==> config.mk <==
export PLATFORM = sky130hd
export DESIGN_NAME = ps2_scan_decoder
export DESIGN_NICKNAME = d
export VERILOG_FILES = /design/src/rtl/ps2_scan_decoder.sv
export SDC_FILE = /design/constraint.sdc
export NUM_CORES = 1
export LEC_CHECK = 0
export CORE_ASPECT_RATIO = 0.75
export CORE_UTILIZATION = 59
export CTS_CLUSTER_SIZE = 24
export DETAILED_ROUTE_END_ITERATION = 10
export PLACE_DENSITY = 0.85
export SETUP_SLACK_MARGIN = 0.4
export SYNTH_ARGS = -nofsm -noshare
export SYNTH_HDL_FRONTEND = slang
export SYNTH_SLANG_ARGS = --single-unit
==> constraint.sdc <==
create_clock -name clk -period 5.52 [get_ports clk]
set_input_delay 0.828 -clock clk [delete_from_list [all_inputs] [get_ports clk]]
set_output_delay 0.828 -clock clk [all_outputs]
set_load 0.05 [all_outputs]
==> src/rtl/ps2_scan_decoder.sv <==
// PS/2 set-2 scan-code stream decoder: make/break/E0/typematic tracking of a single held key.
// Optional PS2_SHIFT_EN macro adds left/right shift tracking for upper-case letter ASCII.
module ps2_scan_decoder #(
    parameter int unsigned CNT_W         = 8,
    parameter bit          IGNORE_REPEAT = 1'b1
) (
    input  logic             clk,
    input  logic             rstn,
    input  logic             code_valid,
    input  logic [7:0]       code,
    output logic             code_pop_n,
    output logic             key_valid,
    output logic [7:0]       key_code,
    output logic             key_ext,
    output logic [7:0]       key_ascii,
    output logic [CNT_W-1:0] press_count,
    output logic             press_pulse,
    output logic             release_pulse
);

    typedef enum logic [1:0] {IDLE, DECODE, GAP} state_e;

    state_e           state_q, state_d;
    logic [7:0]       byte_q, byte_d;
    logic             pop_n_q, pop_n_d;
    logic             valid_q, valid_d;
    logic [7:0]       kcode_q, kcode_d;
    logic             kext_q, kext_d;
    logic [7:0]       ascii_q, ascii_d;
    logic [CNT_W-1:0] cnt_q, cnt_d;
    logic             press_q, press_d;
    logic             rel_q, rel_d;
    logic             ext_pend_q, ext_pend_d;
    logic             brk_pend_q, brk_pend_d;
    logic             shift_held_c;
    logic             shift_key_c;
    logic             same_key_c;

`ifdef PS2_SHIFT_EN
    logic shift_q, shift_d;
    assign shift_held_c = shift_q;
    assign shift_key_c  = ((byte_q == 8'h12) || (byte_q == 8'h59)) && !ext_pend_q;
`else
    assign shift_held_c = 1'b0;
    assign shift_key_c  = 1'b0;
`endif

    assign same_key_c = valid_q && (byte_q == kcode_q) && (ext_pend_q == kext_q);

    // Set-2 code to ASCII; extended codes are never mapped.
    function automatic logic [7:0] ascii_lookup(input logic [7:0] b, input logic e, input logic sh);
        logic [7:0] a;
        a = 8'h00;
        case (b)
            8'h1C: a = 8'h61;  8'h32: a = 8'h62;  8'h21: a = 8'h63;  8'h23: a = 8'h64;
            8'h24: a = 8'h65;  8'h2B: a = 8'h66;  8'h34: a = 8'h67;  8'h33: a = 8'h68;
            8'h43: a = 8'h69;  8'h3B: a = 8'h6A;  8'h42: a = 8'h6B;  8'h4B: a = 8'h6C;
            8'h3A: a = 8'h6D;  8'h31: a = 8'h6E;  8'h44: a = 8'h6F;  8'h4D: a = 8'h70;
            8'h15: a = 8'h71;  8'h2D: a = 8'h72;  8'h1B: a = 8'h73;  8'h2C: a = 8'h74;
            8'h3C: a = 8'h75;  8'h2A: a = 8'h76;  8'h1D: a = 8'h77;  8'h22: a = 8'h78;
            8'h35: a = 8'h79;  8'h1A: a = 8'h7A;
            8'h45: a = 8'h30;  8'h16: a = 8'h31;  8'h1E: a = 8'h32;  8'h26: a = 8'h33;
            8'h25: a = 8'h34;  8'h2E: a = 8'h35;  8'h36: a = 8'h36;  8'h3D: a = 8'h37;
            8'h3E: a = 8'h38;  8'h46: a = 8'h39;
            8'h29: a = 8'h20;  8'h5A: a = 8'h0D;
            default: a = 8'h00;
        endcase
        if (e) a = 8'h00;
        if (sh && (a >= 8'h61) && (a <= 8'h7A)) a = a - 8'h20;
        return a;
    endfunction

    // Next-state and result logic; results only change in DECODE.
    always_comb begin
        state_d    = state_q;
        byte_d     = byte_q;
        pop_n_d    = 1'b1;
        valid_d    = valid_q;
        kcode_d    = kcode_q;
        kext_d     = kext_q;
        ascii_d    = ascii_q;
        cnt_d      = cnt_q;
        press_d    = 1'b0;
        rel_d      = 1'b0;
        ext_pend_d = ext_pend_q;
        brk_pend_d = brk_pend_q;
`ifdef PS2_SHIFT_EN
        shift_d    = shift_q;
`endif
        case (state_q)
            IDLE: begin
                if (code_valid) begin
                    byte_d  = code;
                    pop_n_d = 1'b0;
                    state_d = DECODE;
                end
            end
            DECODE: begin
                state_d = GAP;
                case (byte_q)
                    8'hE0: ext_pend_d = 1'b1;
                    8'hF0: brk_pend_d = 1'b1;
                    8'h00, 8'hAA, 8'hFA, 8'hFE, 8'hFF: begin
                        ext_pend_d = 1'b0;
                        brk_pend_d = 1'b0;
                    end
                    default: begin
                        ext_pend_d = 1'b0;
                        brk_pend_d = 1'b0;
                        if (shift_key_c) begin
`ifdef PS2_SHIFT_EN
                            shift_d = !brk_pend_q;
`endif
                        end else if (brk_pend_q) begin
                            if (same_key_c) begin
                                valid_d = 1'b0;
                                rel_d   = 1'b1;
                            end
                        end else if (same_key_c) begin
                            if (!IGNORE_REPEAT) begin
                                press_d = 1'b1;
                                cnt_d   = cnt_q + CNT_W'(1);
                            end
                        end else begin
                            kcode_d = byte_q;
                            kext_d  = ext_pend_q;
                            ascii_d = ascii_lookup(byte_q, ext_pend_q, shift_held_c);
                            valid_d = 1'b1;
                            press_d = 1'b1;
                            cnt_d   = cnt_q + CNT_W'(1);
                        end
                    end
                endcase
            end
            GAP:     state_d = IDLE;
            default: state_d = IDLE;
        endcase
    end

    always_ff @(posedge clk) begin
        if (!rstn) begin
            state_q    <= IDLE;
            byte_q     <= 8'h00;
            pop_n_q    <= 1'b1;
            valid_q    <= 1'b0;
            kcode_q    <= 8'h00;
            kext_q     <= 1'b0;
            ascii_q    <= 8'h00;
            cnt_q      <= '0;
            press_q    <= 1'b0;
            rel_q      <= 1'b0;
            ext_pend_q <= 1'b0;
            brk_pend_q <= 1'b0;
`ifdef PS2_SHIFT_EN
            shift_q    <= 1'b0;
`endif
        end else begin
            state_q    <= state_d;
            byte_q     <= byte_d;
            pop_n_q    <= pop_n_d;
            valid_q    <= valid_d;
            kcode_q    <= kcode_d;
            kext_q     <= kext_d;
            ascii_q    <= ascii_d;
            cnt_q      <= cnt_d;
            press_q    <= press_d;
            rel_q      <= rel_d;
            ext_pend_q <= ext_pend_d;
            brk_pend_q <= brk_pend_d;
`ifdef PS2_SHIFT_EN
            shift_q    <= shift_d;
`endif
        end
    end

    assign code_pop_n    = pop_n_q;
    assign key_valid     = valid_q;
    assign key_code      = kcode_q;
    assign key_ext       = kext_q;
    assign key_ascii     = ascii_q;
    assign press_count   = cnt_q;
    assign press_pulse   = press_q;
    assign release_pulse = rel_q;

endmodule

## Yosys cells after proc, flatten, opt, wreduce, memory -nomap -nowiden

Memories as Yosys holds them, arrays and structs flattened. A register that Yosys moved wholly into a read port is not among the register bits.
Cells that the tools add are included.

- Flip-flop bits (word level): 41
- Latch bits: 0
- RAM bits: 0
- Memory bits (read-only): 896
- Output and inout port bits: 29
- Logic and storage cells: 60
- Memories: 1

- $add $sub $neg: 1
- $mul: 0
- Divide/modulo/power cells: 0
- Magnitude comparators: 0
- Equal/unequal tests: 12
- Shift operators: 0
- Mux-type cells: 14
- Bitwise operators: 7
- Reductions and logical operators: 13

Memory list:

| name | depth | width | rd ports | clocked after Yosys merged registers in | wr ports | line | text |
|---|---|---|---|---|---|---|---|
| (name not given) | 128 | 7 | 1 | 1 | 0 | 54 | `case (b)` |

Operator list:

| cell | count |
|---|---|
| $eq A8 B8 Y1 const B | 6 |
| $reduce_or A10 Y1 | 2 |
| $mux W8 | 2 |
| $mux W7 | 2 |
| $add A8 B1 Y8 const B | 1 |
| $eq A8 B8 Y1 | 1 |
| $logic_not A8 Y1 | 1 |
| $reduce_and A2 Y1 | 4 |
| $reduce_and A4 Y1 | 2 |
| $not A1 Y1 | 7 |
| $reduce_or A7 Y1 | 1 |
| $mux W1 | 6 |
| $ne A2 B2 Y1 const B | 2 |
| $pmux W1 S2 | 2 |
| $pmux W2 S2 | 1 |
| $eq A2 B1 Y1 const B | 1 |
| $logic_and A1 B1 Y1 | 2 |
| $logic_not A2 Y1 | 1 |
| $mux W2 | 1 |
| $ne A2 B1 Y1 const B | 1 |
| $eq A1 B1 Y1 | 1 |

## Longest topological paths before layout

- Depth after elaboration: 5
- Gate-level depth with buffers: 11
- Mapped depth without buffers: 8

## Worst setup path after synthesis

No wires, ideal clock.

- Path kind: in2reg
- From: input port rstn
- To: register with a tool-made name
- Library setup time: 0.134 ns
- Data arrival time: 2.706 ns
- Slack: 2.681 ns
- Stages: 10
- Cell sequence: buf_2 > buf_2 > nand2_1 > mux2i_1 > inv_1 > ha_1 > mux2_2 > a31oi_1 > a31o_2 > o31ai_1

RTL lines:

| element | line | text |
|---|---|---|
| from (decl) | 8 | `input logic rstn,` |

==> metrics.txt <==
antenna violations before repair=0; crit path capture type=flip-flop; clock period minus final worst setup slack=3710 ps; Post-CTS Setup Bufs=0; power density cells=about 230 mW/mm^2; Post-CTS Hold Fix Bufs=0; Design Area, Final=about 0.0033 sq mm; DRT Pass-1 Iters=5; DR iter-0 viols=~220; Syn-to-layout area delta=14.1%; I/O pin count=40; number of enable flip-flop cells after synthesis=0; Cells after Synth=~370; DP HPWL=between 5 and 6 mm; Avg Inst Size Synth=7.77 sq um; RD Place Congestion=0.924; Synth cell types=between 50 and 60; Routed WL per cell=16.6 um; GRT Residual Overflow=0; Total GRT Usage=0.307; die area=0.00513 sq mm; Clock power frac=0.295; Worst-Margin Slew=1140 ps; ys flop type=dfxtp_1; Critical Path Source Type=primary input; TritonCTS Buffers=5; top cells by area, synth=dfxtp_1, nand2_1, a21oi_1; maximum VDD drop=0.231 mV; CP Data Arrival Time=around 4000 ps; largest area contributor in the synthesized netlist=dfxtp_1; Setup-failing EPs final=0; cell row count=21; share of the synthesized area in the top cell type=0.329; status=finished, final reports clean; Final Hold Slack=around 460 ps; worst hold path class=flip-flop to flip-flop; placed inst area=0.00316 sq mm; routed vias/inst=6.35; core box area=0.00455 sq mm; DR vias=2811; Req. time, crit path=~5700 ps; Initial Util=0.629; f_max=approximately 270 MHz; chip height=62.3 um; Port-buffer cells=38; crit path max fanout=28; Sw Ratio=0.320; RSZ-0062 raised after global routing=false; Slew HR=0.238; register share of total power=0.492; met1 wire length=~3.4 mm; Period Utilization, post-route=0.673; CTS tree=done; # DRC=0; die width=about 82 um; WL met3=approximately 640 um; post-CTS sizing=0; clk_lat worst skew=~300 ps; largest net degree at the start of global routing=32; final hold vios=0; post-synth design cell area=approximately 0.0029 sq mm; n_diodes=0; Net count, final=403; H-tree Lvls=2; Top Layer Used=met4; Setup TNS=0 ps; via count of the first global-routing pass=approximately 2500; Routed WL=7.33 mm; Clock Skew=12.3 ps; Max-cap violations=0; share of layout cells above drive strength 1=0.0648; Crit Path Category=primary input to flip-flop; FF+latch count, synth=47; Ys Warns=0; post-route ant nets=0; Async SR Flop Fraction=0; clock sink count=47; CTS max path bufs=2; Clock Pin Slew Worst Setup and Hold Paths=100 ps; post-synthesis sequential area ratio=0.329; P_sw=approximately 0.24 mW; combinational group share of total power=0.213; most frequent cell after synthesis=nand2_1; Power Internal=a little over 0.5 mW; fin. max-slew vios=0; CTS root buf=clkbuf_8; first-pass GRT wire length=between 10 and 15 mm; met2 WL=roughly 3.2 mm; leak pwr=1.13 nW; Syn Nets=around 390; most frequent cells after synthesis=nand2_1, dfxtp_1, a21oi_1
logic make-up after synthesis:
group	after synthesis	share of synthesized area
AND/OR/NAND/NOR	151	0.262
AO/OA/AOI/OAI	91	0.201
other	1	0.00131
flip-flops	47	0.329
adder cells (fa/ha/maj)	7	0.0306
multiplexers	18	0.0687
XOR/XNOR	10	0.0306
buffers and inverters	43	0.0771
layer usage:
layer	up-vias	GRT usage
met1	1308	0.457
met4	0	0.0877
met5	-	0
li1	1350	-
met2	139	0.430
met3	14	0.0779
power groups by stage:
| stage | logic [mW] | registers [mW] | clock network [mW] |
|---|---|---|---|
| 4_1_cts | 0.158 | 0.370 | 0.225 |
| 2_1_floorplan | 0.118 | 0.382 | 0 |
| 6_report | 0.161 | 0.371 | 0.222 |
| 3_5_place_dp | 0.157 | 0.378 | 0 |
| 5_1_grt | 0.175 | 0.373 | 0.240 |
| 3_3_place_gp | 0.157 | 0.378 | 0 |
path summary, 6_finish.rpt:
kind | from | end | slack, ps | depth (start not counted)
setup / recovery | rstn | flip-flop | 1810 | 9
hold / removal | flip-flop | key_ascii[4] | 460 | 2
setup reg to reg | byte_q[1] | press_count[6] | 2650 | 6
hold reg to reg | flip-flop | key_ascii[4] | 460 | 2
metrics by stage:
| stage | instances | total power, mW | utilization | setup slack (ps) |
|---|---|---|---|---|
| after floorplan | 368 | 0.499 | - | 2680 |
| after global placement | 435 | 0.535 | 0.696 | 1570 |
| after detailed placement | 435 | 0.535 | 0.696 | 1520 |
| after CTS | 443 | 0.753 | 0.717 | 1830 |
| after global routing | 443 | 0.788 | 0.717 | 1510 |
| final | 443 | 0.754 | 0.717 | 1810 |
critical path: stages:
cell and delay, ps:
clkdlybuf4s50_1 1060, nand2_1 160, mux2i_1 580, inv_1 240, ha_1 360, mux2_2 310
a31oi_1 170, a31o_2 120, o31ai_1 50
placed cells by master (no fill, tap or decap), drive strengths merged, types with 4 or more instances in the layout:
cell / instances
nand2: 71
dfxtp: 47
a21oi: 39
clkdlybuf4s50: 38
nand3: 20
nor2: 13
inv: 12
mux2i: 11
o21ai: 11
xnor2: 10
ha: 7
mux2: 7
nand4: 7
o31ai: 6
o211ai: 6
nand3b: 6
a31oi: 6
clkbuf: 6
nor3: 6
or4: 5
a211oi: 4
or3: 4
layout make-up:
class | count | area, sq um
Multi-Input combinational cell | 278 | 1700
Clock buffer | 6 | 82.6
Clock inverter | 2 | 16.3
Sequential cell | 47 | 941
Fill cell | 376 | 1280
Tap cell | 57 | 71.3
Timing Repair Buffer | 41 | 403
Inverter | 12 | 45.0
(Power assumes the default switching activity.)
